$ cat src/rtl/mochila_obi_rr_arbiter_if.sv
// OBI bundle around the round-robin arbiter: NMASTER requester ports on one
// side and the single shared port on the other. Request fields are flattened
// per requester (req/we/be/addr/wdata) with the matching response (gnt/rvalid/rdata).
interface mochila_obi_rr_arbiter_if #(
  parameter int NMASTER = 4
);
  // Requester side
  logic [NMASTER-1:0] master_req;
  logic [NMASTER-1:0] master_we;
  logic [3:0]         master_be    [NMASTER];
  logic [31:0]        master_addr  [NMASTER];
  logic [31:0]        master_wdata [NMASTER];
  logic [NMASTER-1:0] master_gnt;
  logic [NMASTER-1:0] master_rvalid;
  logic [31:0]        master_rdata [NMASTER];

  // Shared port side
  logic               slave_req;
  logic               slave_we;
  logic [3:0]         slave_be;
  logic [31:0]        slave_addr;
  logic [31:0]        slave_wdata;
  logic               slave_gnt;
  logic               slave_rvalid;
  logic [31:0]        slave_rdata;

  // The arbiter itself: a slave to the requesters, a master to the shared port.
  modport slave (
    input  master_req, master_we, master_be, master_addr, master_wdata,
    output master_gnt, master_rvalid, master_rdata,
    output slave_req, slave_we, slave_be, slave_addr, slave_wdata,
    input  slave_gnt, slave_rvalid, slave_rdata
  );

  // The surrounding system: drives requests and the shared-port responses.
  modport master (
    output master_req, master_we, master_be, master_addr, master_wdata,
    input  master_gnt, master_rvalid, master_rdata,
    input  slave_req, slave_we, slave_be, slave_addr, slave_wdata,
    output slave_gnt, slave_rvalid, slave_rdata
  );
endinterface

$ cat src/rtl/mochila_obi_rr_arbiter.sv
// Fair round-robin arbiter sharing one OBI port among NMASTER requesters.
// The address phase is locked to the selected master until granted, and a
// small in-order route FIFO steers each rvalid back to its issuing master.
module mochila_obi_rr_arbiter #(
  parameter  int NMASTER         = 4,
  parameter  int MAX_OUTSTANDING = 2,
  localparam int CNT_W           = $clog2(MAX_OUTSTANDING + 1)
) (
  input  logic                 clk_i,
  input  logic                 rst_i,
  mochila_obi_rr_arbiter_if.slave bus_io,
  output logic [CNT_W-1:0]     outstanding_o,
  output logic                 busy_o,
  output logic                 err_o
);

  localparam int IDX_W = $clog2(NMASTER);
  localparam int PTR_W = (MAX_OUTSTANDING > 1) ? $clog2(MAX_OUTSTANDING) : 1;

  // State
  logic [IDX_W-1:0] rr_ptr_q,    rr_ptr_d;
  logic             lock_valid_q, lock_valid_d;
  logic [IDX_W-1:0] lock_idx_q,  lock_idx_d;
  logic             err_q,       err_d;
  logic [PTR_W-1:0] wr_ptr_q,    wr_ptr_d;
  logic [PTR_W-1:0] rd_ptr_q,    rd_ptr_d;
  logic [CNT_W-1:0] count_q,     count_d;
  logic [IDX_W-1:0] route_q [MAX_OUTSTANDING];

  // Datapath / control
  logic [IDX_W-1:0]   sel;
  logic               sel_valid;
  logic               fifo_full;
  logic               fifo_empty;
  logic               fwd_req;
  logic               push;
  logic               pop;
  logic [IDX_W-1:0]   head;
  logic [NMASTER-1:0] gnt_vec;
  logic [NMASTER-1:0] rvalid_vec;
  int                 cand;

  assign fifo_full  = (count_q == CNT_W'(MAX_OUTSTANDING));
  assign fifo_empty = (count_q == '0);
  assign head       = route_q[rd_ptr_q];

  // Reset also forces the forwarded request low so nothing leaks out while held.
  assign fwd_req = sel_valid & ~fifo_full & ~rst_i;
  assign push    = fwd_req & bus_io.slave_gnt;
  assign pop     = bus_io.slave_rvalid & ~fifo_empty & ~rst_i;

  // Selection: a held lock wins, otherwise the first requester from rr_ptr onward.
  always_comb begin
    sel       = '0;
    sel_valid = 1'b0;
    cand      = 0;
    if (lock_valid_q) begin
      sel       = lock_idx_q;
      sel_valid = bus_io.master_req[lock_idx_q];
    end else begin
      for (int k = 0; k < NMASTER; k++) begin
        cand = (int'(rr_ptr_q) + k) % NMASTER;
        if (!sel_valid && bus_io.master_req[cand]) begin
          sel       = IDX_W'(cand);
          sel_valid = 1'b1;
        end
      end
    end
  end

  // Forward the selected address phase; every field is zero when nothing goes out.
  always_comb begin
    bus_io.slave_req   = 1'b0;
    bus_io.slave_we    = 1'b0;
    bus_io.slave_be    = '0;
    bus_io.slave_addr  = '0;
    bus_io.slave_wdata = '0;
    if (fwd_req) begin
      bus_io.slave_req   = 1'b1;
      bus_io.slave_we    = bus_io.master_we[sel];
      bus_io.slave_be    = bus_io.master_be[sel];
      bus_io.slave_addr  = bus_io.master_addr[sel];
      bus_io.slave_wdata = bus_io.master_wdata[sel];
    end
  end

  // Per-requester responses: gnt to the selected master, rvalid to the FIFO head, rdata broadcast.
  for (genvar gi = 0; gi < NMASTER; gi++) begin : g_resp
    assign gnt_vec[gi]             = push & (sel == IDX_W'(gi));
    assign rvalid_vec[gi]          = pop & (head == IDX_W'(gi));
    assign bus_io.master_rdata[gi] = bus_io.slave_rdata;
  end

  assign bus_io.master_gnt    = gnt_vec;
  assign bus_io.master_rvalid = rvalid_vec;

  // Next state: rotate/unlock on handshake, lock on a stalled request, flag OBI violations.
  always_comb begin
    rr_ptr_d     = rr_ptr_q;
    lock_valid_d = lock_valid_q;
    lock_idx_d   = lock_idx_q;
    err_d        = err_q;
    wr_ptr_d     = wr_ptr_q;
    rd_ptr_d     = rd_ptr_q;
    count_d      = count_q;

    if (push) begin
      rr_ptr_d     = (sel == IDX_W'(NMASTER - 1)) ? '0 : sel + IDX_W'(1);
      lock_valid_d = 1'b0;
    end else if (fwd_req) begin
      lock_valid_d = 1'b1;
      lock_idx_d   = sel;
    end else if (lock_valid_q && !bus_io.master_req[lock_idx_q]) begin
      // Locked master withdrew its request before being granted.
      lock_valid_d = 1'b0;
      err_d        = 1'b1;
    end

    // A response with nobody waiting for it is dropped and flagged.
    if (bus_io.slave_rvalid && fifo_empty) begin
      err_d = 1'b1;
    end

    if (push) begin
      wr_ptr_d = (wr_ptr_q == PTR_W'(MAX_OUTSTANDING - 1)) ? '0 : wr_ptr_q + PTR_W'(1);
    end
    if (pop) begin
      rd_ptr_d = (rd_ptr_q == PTR_W'(MAX_OUTSTANDING - 1)) ? '0 : rd_ptr_q + PTR_W'(1);
    end

    case ({push, pop})
      2'b10:   count_d = count_q + CNT_W'(1);
      2'b01:   count_d = count_q - CNT_W'(1);
      default: count_d = count_q;
    endcase
  end

  // State register with asynchronous clear.
  always_ff @(posedge clk_i or posedge rst_i) begin
    if (rst_i) begin
      rr_ptr_q     <= '0;
      lock_valid_q <= 1'b0;
      lock_idx_q   <= '0;
      err_q        <= 1'b0;
      wr_ptr_q     <= '0;
      rd_ptr_q     <= '0;
      count_q      <= '0;
    end else begin
      rr_ptr_q     <= rr_ptr_d;
      lock_valid_q <= lock_valid_d;
      lock_idx_q   <= lock_idx_d;
      err_q        <= err_d;
      wr_ptr_q     <= wr_ptr_d;
      rd_ptr_q     <= rd_ptr_d;
      count_q      <= count_d;
    end
  end

  // Route FIFO storage; entries are only meaningful below count_q, so no reset is needed.
  always_ff @(posedge clk_i) begin
    if (push) begin
      route_q[wr_ptr_q] <= sel;
    end
  end

  assign outstanding_o = count_q;
  assign busy_o        = (count_q != '0) | lock_valid_q;
  assign err_o         = err_q;

endmodule
$ cat src/flat_wrapper.sv
// flat-port wrapper written by rule: the top's interface ports become plain ports
module mochila_obi_rr_arbiter_flat 
#(
  parameter  int NMASTER         = 4,
  parameter  int MAX_OUTSTANDING = 2,
  localparam int CNT_W           = $clog2(MAX_OUTSTANDING + 1)
)
  (clk_i, rst_i, outstanding_o, busy_o, err_o, bus_io_master_req, bus_io_master_we, bus_io_master_be, bus_io_master_addr, bus_io_master_wdata, bus_io_master_gnt, bus_io_master_rvalid, bus_io_master_rdata, bus_io_slave_req, bus_io_slave_we, bus_io_slave_be, bus_io_slave_addr, bus_io_slave_wdata, bus_io_slave_gnt, bus_io_slave_rvalid, bus_io_slave_rdata);
  mochila_obi_rr_arbiter_if #(.NMASTER(NMASTER)) bus_io_i ();
  input  logic clk_i;
  input  logic rst_i;
  output logic [CNT_W-1:0] outstanding_o;
  output logic busy_o;
  output logic err_o;
  input wire logic [$bits(bus_io_i.master_req)-1:0] bus_io_master_req;
  input wire logic [$bits(bus_io_i.master_we)-1:0] bus_io_master_we;
  input wire logic [$bits(bus_io_i.master_be)-1:0] bus_io_master_be;
  input wire logic [$bits(bus_io_i.master_addr)-1:0] bus_io_master_addr;
  input wire logic [$bits(bus_io_i.master_wdata)-1:0] bus_io_master_wdata;
  output wire logic [$bits(bus_io_i.master_gnt)-1:0] bus_io_master_gnt;
  output wire logic [$bits(bus_io_i.master_rvalid)-1:0] bus_io_master_rvalid;
  output wire logic [$bits(bus_io_i.master_rdata)-1:0] bus_io_master_rdata;
  output wire logic [$bits(bus_io_i.slave_req)-1:0] bus_io_slave_req;
  output wire logic [$bits(bus_io_i.slave_we)-1:0] bus_io_slave_we;
  output wire logic [$bits(bus_io_i.slave_be)-1:0] bus_io_slave_be;
  output wire logic [$bits(bus_io_i.slave_addr)-1:0] bus_io_slave_addr;
  output wire logic [$bits(bus_io_i.slave_wdata)-1:0] bus_io_slave_wdata;
  input wire logic [$bits(bus_io_i.slave_gnt)-1:0] bus_io_slave_gnt;
  input wire logic [$bits(bus_io_i.slave_rvalid)-1:0] bus_io_slave_rvalid;
  input wire logic [$bits(bus_io_i.slave_rdata)-1:0] bus_io_slave_rdata;
  assign bus_io_i.master_req = bus_io_master_req;
  assign bus_io_i.master_we = bus_io_master_we;
  assign bus_io_i.master_be = {>>{bus_io_master_be}};
  assign bus_io_i.master_addr = {>>{bus_io_master_addr}};
  assign bus_io_i.master_wdata = {>>{bus_io_master_wdata}};
  assign bus_io_master_gnt = bus_io_i.master_gnt;
  assign bus_io_master_rvalid = bus_io_i.master_rvalid;
  assign bus_io_master_rdata = {>>{bus_io_i.master_rdata}};
  assign bus_io_slave_req = bus_io_i.slave_req;
  assign bus_io_slave_we = bus_io_i.slave_we;
  assign bus_io_slave_be = bus_io_i.slave_be;
  assign bus_io_slave_addr = bus_io_i.slave_addr;
  assign bus_io_slave_wdata = bus_io_i.slave_wdata;
  assign bus_io_i.slave_gnt = bus_io_slave_gnt;
  assign bus_io_i.slave_rvalid = bus_io_slave_rvalid;
  assign bus_io_i.slave_rdata = bus_io_slave_rdata;
  mochila_obi_rr_arbiter #(.NMASTER(NMASTER), .MAX_OUTSTANDING(MAX_OUTSTANDING)) u_core (.clk_i(clk_i), .rst_i(rst_i), .bus_io(bus_io_i), .outstanding_o(outstanding_o), .busy_o(busy_o), .err_o(err_o));
endmodule
$ cat config.mk
export PLATFORM = sky130hd
export DESIGN_NAME = mochila_obi_rr_arbiter_flat
export DESIGN_NICKNAME = d
export VERILOG_FILES = /design/src/rtl/mochila_obi_rr_arbiter_if.sv /design/src/rtl/mochila_obi_rr_arbiter.sv /design/src/flat_wrapper.sv
export SDC_FILE = /design/constraint.sdc
export NUM_CORES = 1
export LEC_CHECK = 0
export ABC_AREA = 1
export ABC_CLOCK_PERIOD_IN_PS = 3180
export CAP_MARGIN = 20
export CORE_AREA = 4 4 204 206
export DETAILED_ROUTE_END_ITERATION = 12
export DIE_AREA = 0 0 208 210
export GPL_TIMING_DRIVEN = 0
export PLACE_DENSITY = 0.49
export SETUP_SLACK_MARGIN = 0.3
export SLEW_MARGIN = 20
export SYNTH_ARGS = -nofsm -noshare
export SYNTH_HDL_FRONTEND = slang
export SYNTH_SLANG_ARGS = --single-unit
$ cat constraint.sdc
create_clock -name clk_i -period 3.18 [get_ports clk_i]
set_input_delay 0.636 -clock clk_i [delete_from_list [all_inputs] [get_ports clk_i]]
set_output_delay 0.636 -clock clk_i [all_outputs]
set_load 0.05 [all_outputs]
==> impl_metrics.py <==
metrics = {
    "routing": {
        "routed-via-count": 8460,
        "wl_per_cell_um": 18.25,
        "ant_nets": 0,
        "drt_iter0_markers": 303,
        "drc_errors": 0,
        "via_per_inst": 3.955,
        "drt_wl_total_um": 39050,
        "dr.pass1.iters": 5,
    },
    "sta": {
        "finalClockSkew_ns": 0.002247,
        "maxSlewViolCount": 0,
        "slew_headroom_pct": 62.16,
        "max_freq_ghz": 0.2968,
        "setup_viol": 73,
        "setup_tns_ns": -8.292,
        "final.period_utilization_pct": 106.0,
        "tightest_slew_ns": 0.5659,
        "rsz0062_at_grt": "true",
        "hold_viol": 0,
        "layout_setup_ws_ns": -0.1895,
        "period_minus_slack_ns": 3.370,
    },
    "clock_tree": {
        "clk_pin_slew_ns": 0.04,
        "cts_max_level": 1,
        "cts_tree": "done",
        "cts_hold_buffers": 0,
        "clkSinkCount": 14,
        "clock_path_buffers": 2,
        "cts_buffers": 3,
        "insertion_delay_ns": 0.24,
        "cts_root_buffer": "clkbuf_16",
    },
    "grt": {
        "grt_max_degree": 14,
        "grt_util_all_layers_pct": 16.51,
        "antenna_found_initial": 9,
        "grt_pass1_vias": 8873,
        "grt_first_pass_wirelength_um": 56130,
        "grt_overflow": 0,
    },
    "setup_path": {
        "cp-end-kind": "primary output",
        "cpPeakStageDelay_ns": 0.38,
        "r2r-end": "u_core.outstanding_o[1]",
        "cp.required_ns": 2.54,
        "critPathMaxFanout": 7,
        "arrival_ns": 2.73,
        "worst-setup-path-type": "reg -> out",
        "start_kind": "flip-flop",
        "cp_cell_sequence": "buf_6 > clkinv_8 > nand2_4 > nand2_4 > buf_6 > inv_4 > nand2_2 > nand3_2 > nor2_4 > nor2_8 > nand2_8 > buf_6 > buf_12 > buf_16 > buf_12 > buf_16 > nand2_2 > nand2_2 > nor2_4 > nor2_4 > buf_8",
        "cp_top_family": "buffers and inverters",
        "r2r-start": "u_core.rr_ptr_q[0]",
        "cp.buffers_inverters": 10,
        "cp_slowest_cell": "dfrtp_1",
        "rrSetupSlack_ns": 0.52,
        "reg2reg_depth": 15,
    },
    "synth": {
        "yosys_warnings": 0,
        "syn-num-nets": 1347,
        "synth_cell_type_count": 28,
        "synth_seq_cells": 14,
        "synth_area_leaders": "nand2_1 23%, buf_4 21%, nor2_1 16%",
        "synthArstFlopShare_pct": 71.43,
        "netlist_area_mm2": 0.005164,
        "synth_edf_count": 4,
        "syn-instance-count": 1026,
        "netlist.area_leader.share_pct": 22.83,
        "syn_avg_cell_area_um2": 5.033,
        "synth_ff_type": "dfrtp_1",
        "post-synth-top-area-cell": "nand2_1",
        "ys_seq_area_share_pct": 7.172,
    },
    "min_path": {
        "hold_path.class": "reg -> reg",
        "hold_end": "u_core.err_o",
        "hold_start": "u_core.err_o",
        "min_path_cells": 2,
    },
    "die": {
        "initial_core_util_pct": 13.03,
        "ioPinCount": 526,
        "dieWidth_um": 208,
        "dieArea_mm2": 0.04368,
        "core_area_mm2": 0.03964,
        "die_height_um": 210,
        "rows": 73,
    },
    "placement": {
        "io_buffers": 493,
        "finalWeightedCongestion": 0.8347,
        "dp_slack_ns": -1.586,
        "dp_hpwl_um": 29020,
        "placed_area_mm2": 0.01130,
    },
    "final_layout": {
        "design_area_mm2": 0.01540,
        "fill_cells": 4123,
        "drive_gt1_share_pct": 51.86,
        "syn2layout_area_growth_pct": 198.3,
        "nets": 1932,
    },
    "outcome": {
        "status": "finished with violations",
        "violations": "negative setup slack",
    },
    "job": {
        "maxCapViolations": 0,
    },
}
cells by family after synthesis:
kind of cell    Yosys count  share of synthesized area (%)
simple gates            700                          55.78
buf+inv                 284                          33.24
compound gates           19                          1.914
flops                    14                          7.172
fa+ha+maj                 5                          1.212
xor+xnor                  4                         0.6786
cell type report:
type | count | area [µm²] | share of cell area [%]
antenna | 4 | 10.01 | 0.06499
timing repair buffer | 580 | 6658 | 43.23
sequential | 14 | 371.6 | 2.413
inverter | 96 | 391.6 | 2.543
buffer | 188 | 1815 | 11.79
multi-input combinational | 728 | 5419 | 35.19
tap | 525 | 656.9 | 4.265
clock buffer | 4 | 78.83 | 0.5118
metal layers:
metal	part of all wire, %	wire, µm	vias to the layer above	GRT usage (%)
li1	-	-	4178	-
met1	40	15690	3922	20.01
met2	53	20570	309	30.78
met3	5.5	2144	41	3.498
met4	1.5	568	10	2.310
met5	0.18	69	-	0
synth_stat cells, types with 4 or more instances:
master    instances
buf_4           142
nor2_1          222
buf_6            11
nand2_1         314
ha_1              5
buf_1             8
inv_2             4
dfrtp_1          10
a21oi_1           5
clkbuf_1          9
nor3_1            5
o21ai_0          13
inv_1            91
edfxtp_1          4
buf_2            17
nand3_1         145
state kept, by name, indices dropped and copies added, names as in the netlist:
| name | flops |
|---|---|
| u_core.lock_idx_q | 2 |
| u_core.wr_ptr_q | 1 |
| u_core.route_q | 4 |
| u_core.outstanding_o | 2 |
| u_core.rr_ptr_q | 2 |
| u_core.lock_valid_q | 1 |
| u_core.rd_ptr_q | 1 |
| u_core.err_o | 1 |
worst register-to-register path, delay by kind of cell, from the launching register on:
| family | cells | cell delay (ns) |
|---|---|---|
| AO/OA/AOI/OAI | 3 | 0.57 |
| adder cells (fa/ha/maj) | 1 | 0.27 |
| buffers and inverters | 5 | 0.72 |
| flip-flops | 1 | 0.38 |
| AND/OR/NAND/NOR | 5 | 0.45 |
| XOR/XNOR | 1 | 0.15 |
worst max path at each step:
stage	depth (start not counted)	startpoint	slack, ns	endpoint
6_report	21	u_core.rr_ptr_q[0]	-0.19	bus_io_slave_wdata[0]
4_1_cts	21	u_core.rr_ptr_q[0]	-0.20	bus_io_slave_addr[25]
2_1_floorplan	4	u_core.outstanding_o[0]	0.19	bus_io_master_rvalid[0]
3_5_place_dp	10	rst_i	-1.59	bus_io_slave_wdata[31]
5_1_grt	21	u_core.rr_ptr_q[0]	-0.29	bus_io_slave_wdata[0]
3_3_place_gp	10	rst_i	-1.62	bus_io_slave_wdata[31]
layout by cell type (no fill, tap or decap), types with 3 or more instances in the layout:
master / instances
inv_4: 3
diode_2: 4
nand2_4: 60
nand2_2: 132
dfrtp_1: 9
nor2_2: 53
clkbuf_8: 5
clkdlybuf4s50_1: 411
nand3_1: 87
nor3_1: 4
or2_2: 3
ha_4: 4
buf_6: 33
xor2_1: 3
clkbuf_16: 7
nor2_4: 141
clkbuf_4: 3
nor2_1: 31
inv_1: 80
buf_8: 80
buf_16: 20
buf_12: 37
nand3_2: 59
o21ai_0: 12
a21oi_1: 5
buf_4: 166
nand2_1: 124
buf_2: 7
edfxtp_1: 4
inv_2: 10
what timing repair did:
item	in CTS	in global routing
pin swaps	91	83
setup buffers	57	6
gates cloned	22	2
setup endpoints to repair	88	77
gates resized for setup	1151	175
per-stage QoR:
step           util (%)  std cells  hold slack, ns
2_1_floorplan         -       1026          0.4731
3_3_place_gp      28.51       2044          0.4721
3_5_place_dp      28.51       2044          0.4789
4_1_cts           37.02       2127          0.4885
5_1_grt           38.85       2139          0.4980
6_report          38.85       2139          0.4876
Power is left out: the tool's default activity adds up to more than one toggle a clock period on the data nets, which glitch-free logic cannot reach.
